[config.mk]
export PLATFORM = sky130hd
export DESIGN_NAME = regfile_writeback_sb
export DESIGN_NICKNAME = d
export VERILOG_FILES = /design/src/rtl/regfile_writeback_sb_pkg.sv /design/src/rtl/regfile_writeback_sb_scoreboard.sv /design/src/rtl/regfile_writeback_sb.sv
export SDC_FILE = /design/constraint.sdc
export NUM_CORES = 2
export LEC_CHECK = 0
export CORE_MARGIN = 4
export CORE_UTILIZATION = 52
export DETAILED_ROUTE_END_ITERATION = 16
export HOLD_SLACK_MARGIN = 0.06
export PLACE_DENSITY = 0.66
export SYNTH_ARGS = -nofsm -noshare
export SYNTH_HDL_FRONTEND = slang
export SYNTH_HIERARCHICAL = 1
export SYNTH_SLANG_ARGS = --single-unit
[constraint.sdc]
create_clock -name Clk -period 4.02 [get_ports Clk]
set_input_delay 0.804 -clock Clk [delete_from_list [all_inputs] [get_ports Clk]]
set_output_delay 0.804 -clock Clk [all_outputs]
set_load 0.005 [all_outputs]
[src/rtl/regfile_writeback_sb_pkg.sv]
// Shared constants for the GPR file and its write-back scoreboard.
package regfile_writeback_sb_pkg;
  localparam int unsigned REG_ADDR_W = 5;
  localparam int unsigned REG_DATA_W = 32;
  localparam logic [REG_ADDR_W-1:0] REG_ZERO = 5'd0;
endpackage

[src/rtl/regfile_writeback_sb_scoreboard.sv]
// Busy-bit scoreboard: one reservation bit per GPR, set at issue, cleared at write-back.
module reg_scoreboard
  import regfile_writeback_sb_pkg::*;
#(
  parameter int unsigned ADDR_W = REG_ADDR_W
) (
  input  logic              clk,
  input  logic              rst_n,
  input  logic              wr_en_i,
  input  logic [ADDR_W-1:0] awr_i,
  input  logic              iss_en_i,
  input  logic [ADDR_W-1:0] iss_addr_i,
  input  logic [ADDR_W-1:0] ard1_i,
  input  logic [ADDR_W-1:0] ard2_i,
  output logic              busy1_o,
  output logic              busy2_o,
  output logic              issue_err_o
);
  localparam int unsigned NREG = 2 ** ADDR_W;
  localparam logic [ADDR_W-1:0] ZERO = ADDR_W'(REG_ZERO);

  logic [NREG-1:0] busy_q, busy_d;
  logic            err_q, err_d;
  logic            wr_valid, iss_valid;

  assign wr_valid  = wr_en_i && (awr_i != ZERO);
  assign iss_valid = iss_en_i && (iss_addr_i != ZERO);

  // Clear first so a same-cycle issue to the retiring register keeps it busy.
  always_comb begin
    busy_d = busy_q;
    if (wr_valid)  busy_d[awr_i]      = 1'b0;
    if (iss_valid) busy_d[iss_addr_i] = 1'b1;
    busy_d[0] = 1'b0;
    err_d = iss_valid && busy_q[iss_addr_i] && !(wr_en_i && (awr_i == iss_addr_i));
  end

  always_ff @(posedge clk or negedge rst_n) begin
    if (!rst_n) begin
      busy_q <= '0;
      err_q  <= 1'b0;
    end else begin
      busy_q <= busy_d;
      err_q  <= err_d;
    end
  end

  always_comb begin
    busy1_o = rst_n && busy_q[ard1_i] && !(wr_en_i && (awr_i == ard1_i));
    busy2_o = rst_n && busy_q[ard2_i] && !(wr_en_i && (awr_i == ard2_i));
  end

  assign issue_err_o = err_q;
endmodule

[src/rtl/regfile_writeback_sb.sv]
// GPR file: $R0 hardwired to zero, two bypassed read ports, busy-bit scoreboard.
module regfile_writeback_sb
  import regfile_writeback_sb_pkg::*;
#(
  parameter int unsigned DATA_W = REG_DATA_W,
  parameter int unsigned ADDR_W = REG_ADDR_W
) (
  input  logic              Clk,
  input  logic              Rst_n,
  input  logic [ADDR_W-1:0] Ard1,
  input  logic [ADDR_W-1:0] Ard2,
  output logic [DATA_W-1:0] Dout1,
  output logic [DATA_W-1:0] Dout2,
  output logic              Busy1,
  output logic              Busy2,
  input  logic              WrEn,
  input  logic [ADDR_W-1:0] Awr,
  input  logic [DATA_W-1:0] Din,
  input  logic              IssueEn,
  input  logic [ADDR_W-1:0] IssueAddr,
  output logic              IssueErr
);
  localparam int unsigned NREG = 2 ** ADDR_W;
  localparam logic [ADDR_W-1:0] ZERO = ADDR_W'(REG_ZERO);

  logic [DATA_W-1:0] regs_q [NREG];

  always_ff @(posedge Clk or negedge Rst_n) begin
    if (!Rst_n) begin
      for (int unsigned i = 0; i < NREG; i++) regs_q[i] <= '0;
    end else if (WrEn && (Awr != ZERO)) begin
      regs_q[Awr] <= Din;
    end
  end

  // Outputs are forced to zero while in reset, even if a write is presented.
  always_comb begin
    Dout1 = '0;
    if (Rst_n && (Ard1 != ZERO)) begin
      if (WrEn && (Awr == Ard1)) Dout1 = Din;
      else                       Dout1 = regs_q[Ard1];
    end
  end

  always_comb begin
    Dout2 = '0;
    if (Rst_n && (Ard2 != ZERO)) begin
      if (WrEn && (Awr == Ard2)) Dout2 = Din;
      else                       Dout2 = regs_q[Ard2];
    end
  end

  reg_scoreboard #(
    .ADDR_W (ADDR_W)
  ) u_sb (
    .clk         (Clk),
    .rst_n       (Rst_n),
    .wr_en_i     (WrEn),
    .awr_i       (Awr),
    .iss_en_i    (IssueEn),
    .iss_addr_i  (IssueAddr),
    .ard1_i      (Ard1),
    .ard2_i      (Ard2),
    .busy1_o     (Busy1),
    .busy2_o     (Busy2),
    .issue_err_o (IssueErr)
  );
endmodule

* Yosys cells after proc, flatten, opt, wreduce, memory -nomap -nowiden
Index checks and enable logic that the tools add are counted.
** Storage, ports and cells
- Register bits :: 1056
- Bits in latches :: 0
- RAM bits :: 0
- Bits in read-only memories :: 0
- Input port bits :: 56
- Output and inout bits :: 67
- Word-level logic and storage cells :: 101
- Memories :: 0
** Cells by class
- $add $sub $neg :: 0
- Multiply operators :: 0
- Div/mod/pow operators :: 0
- $lt $le $gt $ge :: 10
- Equal/unequal tests :: 3
- Shift-type cells :: 0
- Muxes and demuxes :: 25
- Bitwise operators :: 6
- Reduce and logical (&&, ||, !) cells :: 23
** Operator list (number)
- 1024-bit bitwise mux :: 1
- 32-bit two-way mux :: 11
- 32-bit binary-select mux with 5-bit select :: 2
- 32-bit demux with 5-bit select :: 1
- 32-bit bitwise AND :: 1
- 32-bit NOT :: 1
- 32-bit bitwise OR :: 1
- 5-bit by 6-bit less-than comparator with 1-bit output, second input constant :: 4
- 5-bit nonzero test :: 4
- 6-bit >= comparator, second input constant :: 3
- 5-bit NOT with 6-bit output :: 3
- 1-bit logical AND :: 16
- 1-bit binary-select mux with 5-bit select :: 3
- 5-bit == test :: 3
- 1-bit demux with 5-bit select :: 2
- 5-bit by 1-bit >= comparator with 1-bit output, second input constant :: 2
- 6-bit by 1-bit less-than comparator with 1-bit output, second input constant :: 1
- 1-bit two-way mux :: 5
- 1-bit zero test :: 3

* Longest topological paths before layout
- Word-level depth :: 9
- Mapped depth :: 10
- Mapped depth without buffers :: 5

* By module
The synthesis kept the hierarchy.
** By module, submodules not included
- regfile_writeback_sb :: times used 1, cells an instance 3581, area each 54403.4 µm², seq. area each 25624.6 µm²
- reg_scoreboard :: times used 1, cells an instance 243, area each 2422.3 µm², seq. area each 800.8 µm²

* Worst setup path after synthesis
OpenSTA, ideal clock, no wires.
- Path type :: in2out
- Start :: input Ard2[0]
- End :: output Dout2[18]
- Arrival :: 2696 ps
- Required time :: 3216 ps
- Slack :: 520 ps
- Stages :: 9
- Path buffers :: 5
- Cell sequence :: buf_2 -> buf_6 -> buf_6 -> buf_6 -> buf_2 -> mux4_2 -> a22oi_1 -> a21oi_1 -> a211o_1
** On the way
- Cells in the longest elaborated chain, start to end :: 6
- Elaborated cells between the ends (all ways) :: 10
- Classes of those cells :: eq/ne: 1; mux: 5; bitwise: 1; reduce/logical: 3
** Ends and longest elaborated chain
- start: declaration :: RTL line regfile_writeback_sb.sv:11 : input logic [ADDR_W-1:0] Ard2,
- 5-bit NOT with 6-bit output (not written as such) :: RTL line regfile_writeback_sb.sv:49 : else Dout2 = regs_q[Ard2];
- 32-bit binary-select mux with 5-bit select :: RTL line regfile_writeback_sb.sv:49
- 32-bit two-way mux (not written as such) (2 in a row) :: RTL line regfile_writeback_sb.sv:49
- 32-bit two-way mux :: RTL line regfile_writeback_sb.sv:48 : if (WrEn && (Awr == Ard2)) Dout2 = Din;
- 32-bit two-way mux (*) :: RTL line regfile_writeback_sb.sv:47 : if (Rst_n && (Ard2 != ZERO)) begin
- end: declaration :: RTL line regfile_writeback_sb.sv:13 : output logic [DATA_W-1:0] Dout2,
Every way passes the cells marked *; elsewhere a longest branch is shown, timed or not. The select of a mux whose other input is x is not followed.

* Worst setup path in the final report
- Start :: input Awr[0]
- End :: output Dout2[28]
** On the way
- Cells in the longest elaborated chain, start to end :: 4
** Ends and longest elaborated chain
- start: declaration :: RTL line regfile_writeback_sb.sv:17 : input logic [ADDR_W-1:0] Awr,
- 5-bit == test :: RTL line regfile_writeback_sb.sv:48
- 1-bit logical AND :: RTL line regfile_writeback_sb.sv:48
- 32-bit two-way mux :: RTL line regfile_writeback_sb.sv:48
- 32-bit two-way mux :: RTL line regfile_writeback_sb.sv:47
No other way between the ends.

==> flow_metrics.env <==
export IMPL_fin_crit_sh=0.999
export IMPL_synth_seq_cells=1056
export IMPL_io_pins=123
export IMPL_synth_common_cells="dfrtp_1 (1,056), mux2_2 (967), mux4_2 (491)"
export IMPL_start_util=0.523
export IMPL_critPathArrivalTime_ns=3.21
export IMPL_antenna_left=0
export IMPL_chipHeight_um=339
export IMPL_worst_r2r_endpoint="u_sb/issue_err_o$_DFF_PN0_"
export IMPL_rrSetupSlack_ns=2.35
export IMPL_syn_num_nets=3880
export IMPL_yosys_area_top_type="dfrtp_1"
export IMPL_synth_top_cell_area_share=0.465
export IMPL_yosysMostFrequentCell="dfrtp_1"
export IMPL_vias=37700
export IMPL_hold_viol=0
export IMPL_drtIter0Drc=3741
export IMPL_dp_hpwl_um=108000
export IMPL_core_area_um2=109000
export IMPL_firstDrtPassIters=5
export IMPL_worstMarginPinSlew_ns=1.02
export IMPL_drc=0
export IMPL_setup_viol=0
export IMPL_p_seq_frac=0.446
export IMPL_drv_slew=0
export IMPL_antenna_cells=0
export IMPL_clock_power_share=0.347
export IMPL_gr_total_overflow=0
export IMPL_endpoint_kind="output port"
export IMPL_peakVddDrop_uv=344
export IMPL_path_class="in -> out"
export IMPL_gp_congestion=0.836
export IMPL_yosysSeqAreaShare=0.465
export IMPL_hold_path_class="in -> async"
export IMPL_grt_pass1_wl_um=258000
export IMPL_combPwrFrac=0.206
export IMPL_netSwitchingPower_uw=8410
export IMPL_fp_dieW_um=339
export IMPL_maxCapViolCount=0
export IMPL_fin_cells=5481
export IMPL_io_buffers=122
export IMPL_first_global_vias=38300
export IMPL_dieArea_um2=115000
export IMPL_grt_start_max_net_pins=177
export IMPL_clock_sinks=1056
export IMPL_ys_types=53
export IMPL_timing_rr_start="u_sb/busy_q[25]$_DFF_PN0_"
export IMPL_num_nets_final=4034
export IMPL_netlist_instances=3824
export IMPL_cts_made_buffers=116
export IMPL_slew_headroom=0.321
export IMPL_grt_total_usage=0.300
export IMPL_clk_latency_ns=0.69
export IMPL_wl_um=173000
export IMPL_rows=121
export IMPL_post_place_ws_ns=-0.227
export IMPL_grt_setup_unrepaired="true"
export IMPL_powerDensity_nw_per_um2=479
export IMPL_fmax_mhz=249
export IMPL_cts_tree="done"
export IMPL_cts_root_buf="clkbuf_16"
export IMPL_required_ns=3.22
export IMPL_synth_warnings=6
export IMPL_crit_path_start_kind="input pin"
export IMPL_swShare=0.265
export IMPL_ys_flop_type="dfrtp_1"
export IMPL_synth_area_um2=56800
export IMPL_wl_per_cell_um=31.5
export IMPL_htree_levels=3
export IMPL_r2r_cells=4
export IMPL_areaGrowthSynthToFinish_pct=16.5
export IMPL_antenna_found_initial=3
export IMPL_skew_ns=0.00703
export IMPL_dp_cells=5249
export IMPL_min_period_ns=4.02
export IMPL_status="finished clean"
export IMPL_finalWorstSetupSlack_ns=0.00372
export IMPL_cts_reportedPaths_clkPinSlew_ns=0.06
export IMPL_synthArstFlopShare=1.00
export IMPL_path_max_fanout=14
export IMPL_intPower_uw=23300
export IMPL_power_leakage_uw=0.0290
export IMPL_clk_path_buf_depth=3
export IMPL_drt_vias_per_instance=6.88
export IMPL_drive_gt1_frac=0.509
export IMPL_synth_area_per_cell_um2=14.9
export IMPL_synthTopCellsByArea="dfrtp_1 (47%), mux4_2 (19%), mux2_2 (19%)"
export IMPL_synth_enable_flop_cells=0
kinds of logic after synthesis:
| family | share of synthesized area |
|---|---|
| AO/OA/AOI/OAI | 0.0632 |
| XOR/XNOR | 0.00370 |
| buffers and inverters | 0.0339 |
| flip-flops | 0.465 |
| multiplexers | 0.419 |
| AND/OR/NAND/NOR | 0.0155 |
power groups by stage:
stage	clock network [µW]	registers [µW]	logic (µW)
after floorplan	0	13800	4810
final	11000	14200	6550
after detailed placement	0	14300	6490
after global placement	0	14200	6350
after CTS	11200	14100	6550
after global routing	11600	14400	7040
cell type report:
type                    count  area (µm²)
multi-input cells        2316       28800
clock buffers             172        3520
flip-flops and latches   1056       26400
well taps                1414        1770
inverters                  12        45.0
repair buffers            476        5200
clock inverters            35         450
fillers                  8318       42500
registers in the layout, indices dropped and copies added (netlist names):
register	count
regs_q	1024
u_sb/busy_q	31
u_sb/issue_err_o	1
placed cells by master (no fill, tap or decap), drive strengths merged, types with 5 or more instances in the layout:
master,Yosys,final
a211o,64,64
dfrtp,1056,1056
a21oi,97,97
buf,149,357
nor2b,42,42
clkdlybuf4s50,0,55
nand2,26,26
bufinv,0,9
nor2,26,26
dlygate4sd2,0,40
inv,12,15
a221oi,64,64
nor3b,6,6
xnor2,20,20
clkbuf,291,173
mux4,497,497
dlymetal6s2s,0,14
o21ai,65,65
nand3,10,10
nand3b,16,16
or3b,5,5
mux2,995,995
a22oi,163,163
mux2i,137,137
o21bai,32,32
clkinv,0,19
layer usage:
metal,vias up,GRT usage,wire [µm]
met5,-,0,0
met4,0,0.0950,5430
met3,339,0.0540,13800
met2,1658,0.471,81500
met1,20400,0.430,71800
li1,15300,-,-
timing repair:
item | in CTS | in global routing
endpoints found under the hold margin | 15 | 0
setup buffers | 10 | 8
gates cloned | 7 | 1
hold buffers | 1 | 0
pin swaps | 9 | 14
setup endpoints to repair | 64 | 52
resized for setup | 66 | 27
stage by stage:
| stage | utilization | TNS [ns] | hold WS [ns] | power [µW] | area [µm²] |
|---|---|---|---|---|---|
| floorplan | - | 0 | 0.441 | 18600 | 56800 |
| global placement | 0.568 | -6.56 | 0.377 | 20500 | 61700 |
| detailed placement | 0.568 | -6.85 | 0.383 | 20800 | 61700 |
| CTS | 0.608 | -0.124 | 0.140 | 31900 | 66100 |
| global route | 0.609 | -0.475 | 0.160 | 33100 | 66200 |
| finish | 0.609 | 0 | 0.181 | 31700 | 66200 |
worst max path at each step:
stage | from | endpoint | slack (ns) | depth (start not counted)
5_1_grt | Awr[0] | Dout2[28] | -0.08 | 11
3_5_place_dp | Awr[1] | Dout1[21] | -0.23 | 9
3_3_place_gp | Ard1[0] | Dout1[15] | -0.21 | 10
6_report | Awr[0] | Dout2[28] | 0.004 | 11
2_1_floorplan | Ard2[0] | Dout2[18] | 0.52 | 9
4_1_cts | Awr[0] | Dout2[22] | -0.04 | 12
critical path, cell delays in order:
cell and delay (ns):
clkdlybuf4s50_1 0.48, buf_6 0.14, xnor2_1 0.12, nand4_1 0.12, buf_6 0.16, o211ai_4 0.18
buf_12 0.17, buf_12 0.17, nor2b_1 0.09, a211o_1 0.31, clkdlybuf4s50_1 0.45
Note: power is estimated with default switching activity, not from simulation.
